===== config.mk =====
export PLATFORM = sky130hd
export DESIGN_NAME = ring_johnson_counter_flat
export DESIGN_NICKNAME = d
export VERILOG_FILES = /design/src/rtl/ring_johnson_counter_pkg.sv /design/src/rtl/ring_johnson_counter_if.sv /design/src/rtl/ring_state_check.sv /design/src/rtl/ring_johnson_counter.sv /design/src/flat_wrapper.sv
export SDC_FILE = /design/constraint.sdc
export NUM_CORES = 1
export LEC_CHECK = 0
export BUFFER_PORTS_ARGS = -buffer_cell sky130_fd_sc_hd__buf_2
export CORE_MARGIN = 2
export CORE_UTILIZATION = 34
export CTS_CLUSTER_SIZE = 28
export DETAILED_ROUTE_END_ITERATION = 6
export SLEW_MARGIN = 20
export SYNTH_ARGS = -nofsm -noshare
export SYNTH_HDL_FRONTEND = slang
export SYNTH_SLANG_ARGS = --single-unit

===== constraint.sdc =====
create_clock -name clk -period 4.96 [get_ports clk]
set_input_delay 0.496 -clock clk [delete_from_list [all_inputs] [get_ports clk]]
set_output_delay 0.496 -clock clk [all_outputs]
set_load 0.01 [all_outputs]

===== src/rtl/ring_johnson_counter_pkg.sv =====
// Shared constants and helpers for the ring/Johnson shift-register counter.
package ring_johnson_counter_pkg;

  localparam logic MODE_RING    = 1'b0;
  localparam logic MODE_JOHNSON = 1'b1;

  // Widest counter the helpers are sized for; callers cast down to their own width.
  localparam int unsigned MaxN = 64;

  // HOME is a single one in the LSB; it is legal in both ring and Johnson modes.
  function automatic logic [MaxN-1:0] home(int unsigned n);
    logic [MaxN-1:0] h;
    h = '0;
    if (n > 0) h[0] = 1'b1;
    return h;
  endfunction

endpackage


===== src/rtl/ring_johnson_counter_if.sv =====
// Control and status bundle between a sequencer master and the counter.
interface ring_johnson_counter_if #(
  parameter int unsigned N = 6
);
  logic         en;
  logic         up;
  logic         mode;
  logic         load;
  logic [N-1:0] load_val;
  logic [N-1:0] q;
  logic         tc;
  logic         err;

  modport master (
    output en, up, mode, load, load_val,
    input  q, tc, err
  );

  modport slave (
    input  en, up, mode, load, load_val,
    output q, tc, err
  );
endinterface


===== src/rtl/ring_state_check.sv =====
// Combinational legality check of a value for the selected counter mode.
module ring_state_check
  import ring_johnson_counter_pkg::*;
#(
  parameter int unsigned N = 6
) (
  input  logic [N-1:0] v,
  input  logic         mode,
  output logic         legal
);

  // Bit i set where neighbours v[i] and v[i+1] differ; a Johnson word has at most one.
  logic [N-2:0] edges;
  assign edges = v[N-2:0] ^ v[N-1:1];

  always_comb begin
    legal = 1'b0;
    if (mode == MODE_RING) begin
      legal = ($countones(v) == 1);
    end else begin
      legal = ($countones(edges) <= 1);
    end
  end

endmodule


===== src/rtl/ring_johnson_counter.sv =====
// N-stage one-hot ring / Johnson counter with direction, load, terminal count and self-correction.
module ring_johnson_counter
  import ring_johnson_counter_pkg::*;
#(
  parameter int unsigned N = 6
) (
  input  logic                  clk,
  input  logic                  clr,
  ring_johnson_counter_if.slave bus
);

  localparam logic [N-1:0] Home = N'(home(N));

  logic [N-1:0] q_q, q_d;
  logic         err_q, err_d;
  logic [N-1:0] adv;
  logic         q_legal;
  logic         ld_legal;

  ring_state_check #(.N(N)) u_q_check (
    .v     (q_q),
    .mode  (bus.mode),
    .legal (q_legal)
  );

  ring_state_check #(.N(N)) u_ld_check (
    .v     (bus.load_val),
    .mode  (bus.mode),
    .legal (ld_legal)
  );

  always_comb begin
    adv = q_q;
    unique case ({bus.mode, bus.up})
      {MODE_RING,    1'b1}: adv = {q_q[N-2:0], q_q[N-1]};
      {MODE_RING,    1'b0}: adv = {q_q[0], q_q[N-1:1]};
      {MODE_JOHNSON, 1'b1}: adv = {q_q[N-2:0], ~q_q[N-1]};
      {MODE_JOHNSON, 1'b0}: adv = {~q_q[0], q_q[N-1:1]};
      default:              adv = q_q;
    endcase
  end

  // Priority below reset: load, then correction of an illegal state, then advance.
  always_comb begin
    q_d   = q_q;
    err_d = 1'b0;
    if (bus.load) begin
      if (ld_legal) begin
        q_d = bus.load_val;
      end else begin
        q_d   = Home;
        err_d = 1'b1;
      end
    end else if (!q_legal) begin
      q_d   = Home;
      err_d = 1'b1;
    end else if (bus.en) begin
      q_d = adv;
    end
  end

  always_ff @(posedge clk) begin
    if (!clr) begin
      q_q   <= Home;
      err_q <= 1'b0;
    end else begin
      q_q   <= q_d;
      err_q <= err_d;
    end
  end

  assign bus.q   = q_q;
  assign bus.err = err_q;
  assign bus.tc  = bus.en & ~bus.load & clr & q_legal & (adv == Home);

endmodule

===== src/flat_wrapper.sv =====
// flat-port wrapper written by rule: the top's interface ports become plain ports
module ring_johnson_counter_flat import ring_johnson_counter_pkg::*;
#(
  parameter int unsigned N = 6
)
  (clk, clr, bus_en, bus_up, bus_mode, bus_load, bus_load_val, bus_q, bus_tc, bus_err);
  ring_johnson_counter_if #(.N(N)) bus_i ();
  input  logic clk;
  input  logic clr;
  input wire logic [$bits(bus_i.en)-1:0] bus_en;
  input wire logic [$bits(bus_i.up)-1:0] bus_up;
  input wire logic [$bits(bus_i.mode)-1:0] bus_mode;
  input wire logic [$bits(bus_i.load)-1:0] bus_load;
  input wire logic [$bits(bus_i.load_val)-1:0] bus_load_val;
  output wire logic [$bits(bus_i.q)-1:0] bus_q;
  output wire logic [$bits(bus_i.tc)-1:0] bus_tc;
  output wire logic [$bits(bus_i.err)-1:0] bus_err;
  assign bus_i.en = bus_en;
  assign bus_i.up = bus_up;
  assign bus_i.mode = bus_mode;
  assign bus_i.load = bus_load;
  assign bus_i.load_val = bus_load_val;
  assign bus_q = bus_i.q;
  assign bus_tc = bus_i.tc;
  assign bus_err = bus_i.err;
  ring_johnson_counter #(.N(N)) u_core (.clk(clk), .clr(clr), .bus(bus_i));
endmodule

# ---- After elaboration in Yosys (flattened, before gate mapping)
# Index checks and enable logic that the tools add are counted.
# Widths: inputs -> output; s select.
dict set report classes {
  add_sub_neg 18
  multipliers 0
  n_div 0
  order_cmp 2
  eq_ne 7
  n_shift 0
  n_mux 10
  bitwise_logic 9
  n_reduce_logical 1
}
# operator count
set op_table {}
lappend op_table {{$mux 6} 4}
lappend op_table {{$pmux 6 s4} 1}
lappend op_table {{$add 1x1->2} 10}
lappend op_table {{$add 2x2->3} 4}
lappend op_table {{$xor 5x5->5} 2}
lappend op_table {{$add 3x1->4} 2}
lappend op_table {{$add 3x2->4} 2}
lappend op_table {{$eq 4x1->1 const B} 2}
lappend op_table {{$le 4x1->1 const B} 2}
lappend op_table {{$eq 6x1->1 const B} 1}
lappend op_table {{$mux 1} 5}
lappend op_table {{$and 1x1->1} 4}
lappend op_table {{$eq 2x2->1 const B} 2}
lappend op_table {{$ne 3x3->1 const B} 1}
lappend op_table {{$not 1->1} 3}
lappend op_table {{$eq 2x1->1 const B} 1}
lappend op_table {{$logic_not 2->1} 1}
dict set report totals {
  register_bits 7
  latchBits 0
  ram_bits 0
  mem_bits_ro 0
  inputBits 12
  word_cells 49
  mem_count 0
}

# ---- Longest topological paths before layout
dict set report logic_depth {
  ltp_word 8
  mapped_depth 10
}

# ---- By module
# A second synthesis with hierarchy kept.
dict set report hier_totals {
  hier_cells 107
  area_unflattened_um2 917.1
}
# mod instances cells_each area_per_inst_um2 seq_area_each_um2
set modules_own_cells {}
lappend modules_own_cells {ring_johnson_counter 1 59 491.7 140.1}
lappend modules_own_cells {ring_state_check 2 24 212.7 0.0}

# ---- Worst setup path after synthesis
# No wires, ideal clock.
dict set report synth_path {
  path_kind {register -> output}
  startpoint {register u_core.q_q[0], in the netlist u_core.bus.q[0]}
  endpoint {output port bus_tc}
  t_arrival_ps 3496
  required_ps 4464
  slack_ps 968
  path_stages_with_launch 10
  path_buffers 0
  cell_sequence {dfxtp_1 -> inv_1 -> fa_1 -> fa_1 -> inv_1 -> ha_1 -> fa_1 -> nor4b_1 -> o21ai_1 -> nor4_1}
}
dict set report synth_via {
  elab_chain_cells 8
  elab_cells_between_ends 15
}
# item line_no
set synth_rtl {}
lappend synth_rtl {{start: declaration} ring_johnson_counter.sv:14} ;# logic [N-1:0] q_q, q_d;
lappend synth_rtl {{start signal: assignment} ring_johnson_counter.sv:64} ;# q_q <= Home;
lappend synth_rtl {{start signal: assignment} ring_johnson_counter.sv:67} ;# q_q <= q_d;
lappend synth_rtl {{$xor 5x5->5} ring_state_check.sv:14} ;# assign edges = v[N-2:0] ^ v[N-1:1];
lappend synth_rtl {{$add 1x1->2 (not written as such)} ring_state_check.sv:21} ;# legal = ($countones(edges) <= 1);
lappend synth_rtl {{$add 2x2->3 (not written as such)} ring_state_check.sv:21}
lappend synth_rtl {{$add 3x1->4 (not written as such)} ring_state_check.sv:21}
lappend synth_rtl {{$le 4x1->1} ring_state_check.sv:21}
lappend synth_rtl {{$mux 1} ring_state_check.sv:18} ;# if (mode == MODE_RING) begin
lappend synth_rtl {{$and 1x1->1} ring_johnson_counter.sv:74} ;# assign bus.tc = bus.en & ~bus.load & clr & q_legal & (adv == Home);
lappend synth_rtl {{$and 1x1->1 (*)} ring_johnson_counter.sv:74}
lappend synth_rtl {{end: declaration} flat_wrapper.sv:16} ;# output wire logic [$bits(bus_i.tc)-1:0] bus_tc;
# Mark *: on every way between the ends. The rest lies on a longest branch, timed or not.

# ---- Worst setup path after layout
# Same ends and word-level chain as after synthesis.

==> impl_metrics.json <==
{
  "die_width_um": 56.7,
  "dr.first_iter.drc_count": 32,
  "track_usage": 0.151,
  "fmax_ghz": 0.248,
  "viasPerCell": 5.58,
  "setup_viol": 0,
  "m1WireLength_um": 986,
  "async_flop_share": 0,
  "period_share": 0.814,
  "hpwl_um": 1820,
  "wl_met2_um": 1080,
  "p_switching_mw": 0.237,
  "r2r-end": "u_core.bus.q[1]",
  "ys_warn_count": 0,
  "drt_pass1_iterations": 4,
  "seq_power_share": 0.215,
  "rr_startpoint": "u_core.bus.q[0]",
  "cts_htree_levels": 1,
  "critPathKind": "reg -> out",
  "top_layer": "met4",
  "fin_total_pwr_mw": 0.490,
  "dr_wl_met3_um": 138,
  "synthTopCellsByArea": "dfxtp_1 (15%), fa_1 (13%), ha_1 (11%), xor2_1 (9.3%), inv_1 (7.2%)",
  "syn_inst": 110,
  "wire_per_inst_um": 14.0,
  "antenna_found_initial": 0,
  "swShare": 0.484,
  "relSlewSlack": 0.680,
  "drv_cap": 0,
  "fin_skew_ps": 4.39,
  "grt_max_degree": 14,
  "cts_tree": "built",
  "yosysSeqAreaShare": 0.149,
  "cts.sinks": 7,
  "hold_start": "clr",
  "period_minus_slack_ps": 4040,
  "pwr-share-clk": 0.105,
  "placedCellCount": 156,
  "fin_setup_tns_ps": 0,
  "power_density_nw_per_um2": 452,
  "cp.required_ps": 4460,
  "final_cells": 160,
  "start_util": 0.351,
  "grt_pass1_wl_um": 3880,
  "dieHeight_um": 56.7,
  "die-area_um2": 3210,
  "end_kind": "primary output",
  "min_path_type": "in -> reg",
  "syn-num-nets": 136,
  "hold_viol": 0,
  "numCtsBuffers": 3,
  "drive_gt1_frac": 0.194,
  "ff2ff_path_depth": 9,
  "status": "complete, no violations",
  "synth_area_um2": 943,
  "grt-ovfl-total": 0,
  "antenna_cells": 0,
  "critPathLaunchType": "flop",
  "core-area_um2": 2690,
  "p_int_mw": 0.253,
  "whs_endpoint": "u_core.bus.q[0]",
  "finalNetCount": 156,
  "rsz0062_at_grt": "false",
  "clockBufferDepth": 2,
  "cts_hold_buffers": 0,
  "path_clk_slew_ps": 50,
  "vdd_drop_max_v": 0.000217,
  "drc_errors": 0,
  "postCtsSetupBuffers": 0,
  "cts_resized": 0,
  "reg2reg_setup_slack_ps": 1300,
  "io_pins": 20,
  "synth-seq-cells": 7,
  "synth_common_cells": "inv_1 (18), xor2_1 (10), ha_1 (8), o21ai_0 (8)",
  "leakage_nw": 0.507,
  "synth_area_per_cell_um2": 8.58,
  "io_buffers": 19,
  "synthFlopType": "dfxtp_1",
  "area_delta_synth_final_pct": 14.9,
  "synth_edf_count": 0,
  "slew_violations": 0,
  "fillers": 288,
  "num_rows": 19,
  "worstMarginPinSlew_ps": 480,
  "post_synth_num_cell_types": 32,
  "clk-insertion-delay-late_ps": 250,
  "worstPathArrival_ps": 3540,
  "ant_nets": 0,
  "gp_congestion": 0.859,
  "vias": 892,
  "synth_area_leader_cell": "dfxtp_1",
  "yosysTopAreaCellShare": 0.149,
  "yosysMostFrequentCell": "inv_1",
  "grt_pass1_vias": 859,
  "critPathMaxFanout": 7,
  "root_buffer": "clkbuf_4",
  "p_comb_frac": 0.680,
  "hold_depth": 2,
  "routed_wl_um": 2230
}
-- layer usage --
layer  track usage  vias up
met5             0        -
met4        0.0578        0
met3        0.0300        3
met2         0.252       38
met1         0.190      413
li1              -      438
-- power groups by stage --
stage	clock, mW	sequential (mW)	combinational [mW]
finish	0.0517	0.105	0.333
global placement	0	0.107	0.325
CTS	0.0544	0.106	0.334
global route	0.0590	0.108	0.383
detailed placement	0	0.107	0.333
floorplan	0	0.104	0.241
-- sequential cells by signal (all words and copies together) (netlist names) --
signal / cells
u_core.bus.q: 6
u_core.bus.err: 1
-- layout make-up --
cell class                 instances  area [um2]  area share
tap                               31        38.8      0.0358
multi-input combinational         80         708       0.654
timing repair buffer              20         103      0.0947
clock buffer                       4        26.3      0.0242
inverter                          18        67.6      0.0624
sequential                         7         140       0.129
-- worst max-delay path by stage --
| stage | from | endpoint | slack (ps) | cells after the start |
|---|---|---|---|---|
| global route | u_core.bus.q[0] | bus_tc | 690 | 11 |
| global placement | u_core.bus.q[0] | bus_tc | 1250 | 11 |
| floorplan | u_core.bus.q[0] | bus_tc | 970 | 9 |
| CTS | u_core.bus.q[0] | bus_tc | 910 | 11 |
| finish | u_core.bus.q[0] | bus_tc | 920 | 11 |
| detailed placement | u_core.bus.q[0] | bus_tc | 1200 | 11 |
-- through the flow --
| stage | hold WS (ps) | cell area [um2] | utilization | setup slack (ps) |
|---|---|---|---|---|
| after global placement | 640 | 1060 | 0.394 | 1250 |
| after global routing | 481 | 1080 | 0.403 | 685 |
| after CTS | 474 | 1080 | 0.403 | 907 |
| after detailed placement | 642 | 1060 | 0.394 | 1200 |
| final | 484 | 1080 | 0.403 | 923 |
| after floorplan | 585 | 943 | - | 968 |
-- placed cells by master (no fill, tap or decap), types with 2 or more instances in the layout --
master,n
a2111oi_0,5
a211oi_1,5
a21oi_1,5
a221o_1,2
a221oi_1,2
buf_2,19
clkbuf_4,3
dfxtp_1,7
fa_1,6
ha_1,8
inv_1,18
mux2i_1,3
nand2_1,2
nor2_1,3
o211ai_1,7
o21ai_0,8
xnor2_1,2
xor2_1,10
-- cells by family (layout without fill, tap and decap cells) --
| group | after synthesis | count (layout) | synth area share |
|---|---|---|---|
| flip-flops | 7 | 7 | 0.149 |
| XOR/XNOR | 12 | 12 | 0.111 |
| AO/OA/AOI/OAI | 36 | 36 | 0.272 |
| buffers and inverters | 23 | 42 | 0.101 |
| AND/OR/NAND/NOR | 15 | 15 | 0.102 |
| adder cells (fa/ha/maj) | 14 | 14 | 0.233 |
| multiplexers | 3 | 3 | 0.0318 |
-- worst max-delay path, cell delays in order, from the launching register on --
cell,delay (ps)
dfxtp_1,470
inv_1,110
fa_1,500
fa_1,490
inv_1,40
ha_1,180
fa_1,440
nor4b_1,300
buf_4,190
o21ai_1,100
nor4_1,290
buf_2,180
Note: power is estimated with default switching activity, not from simulation.
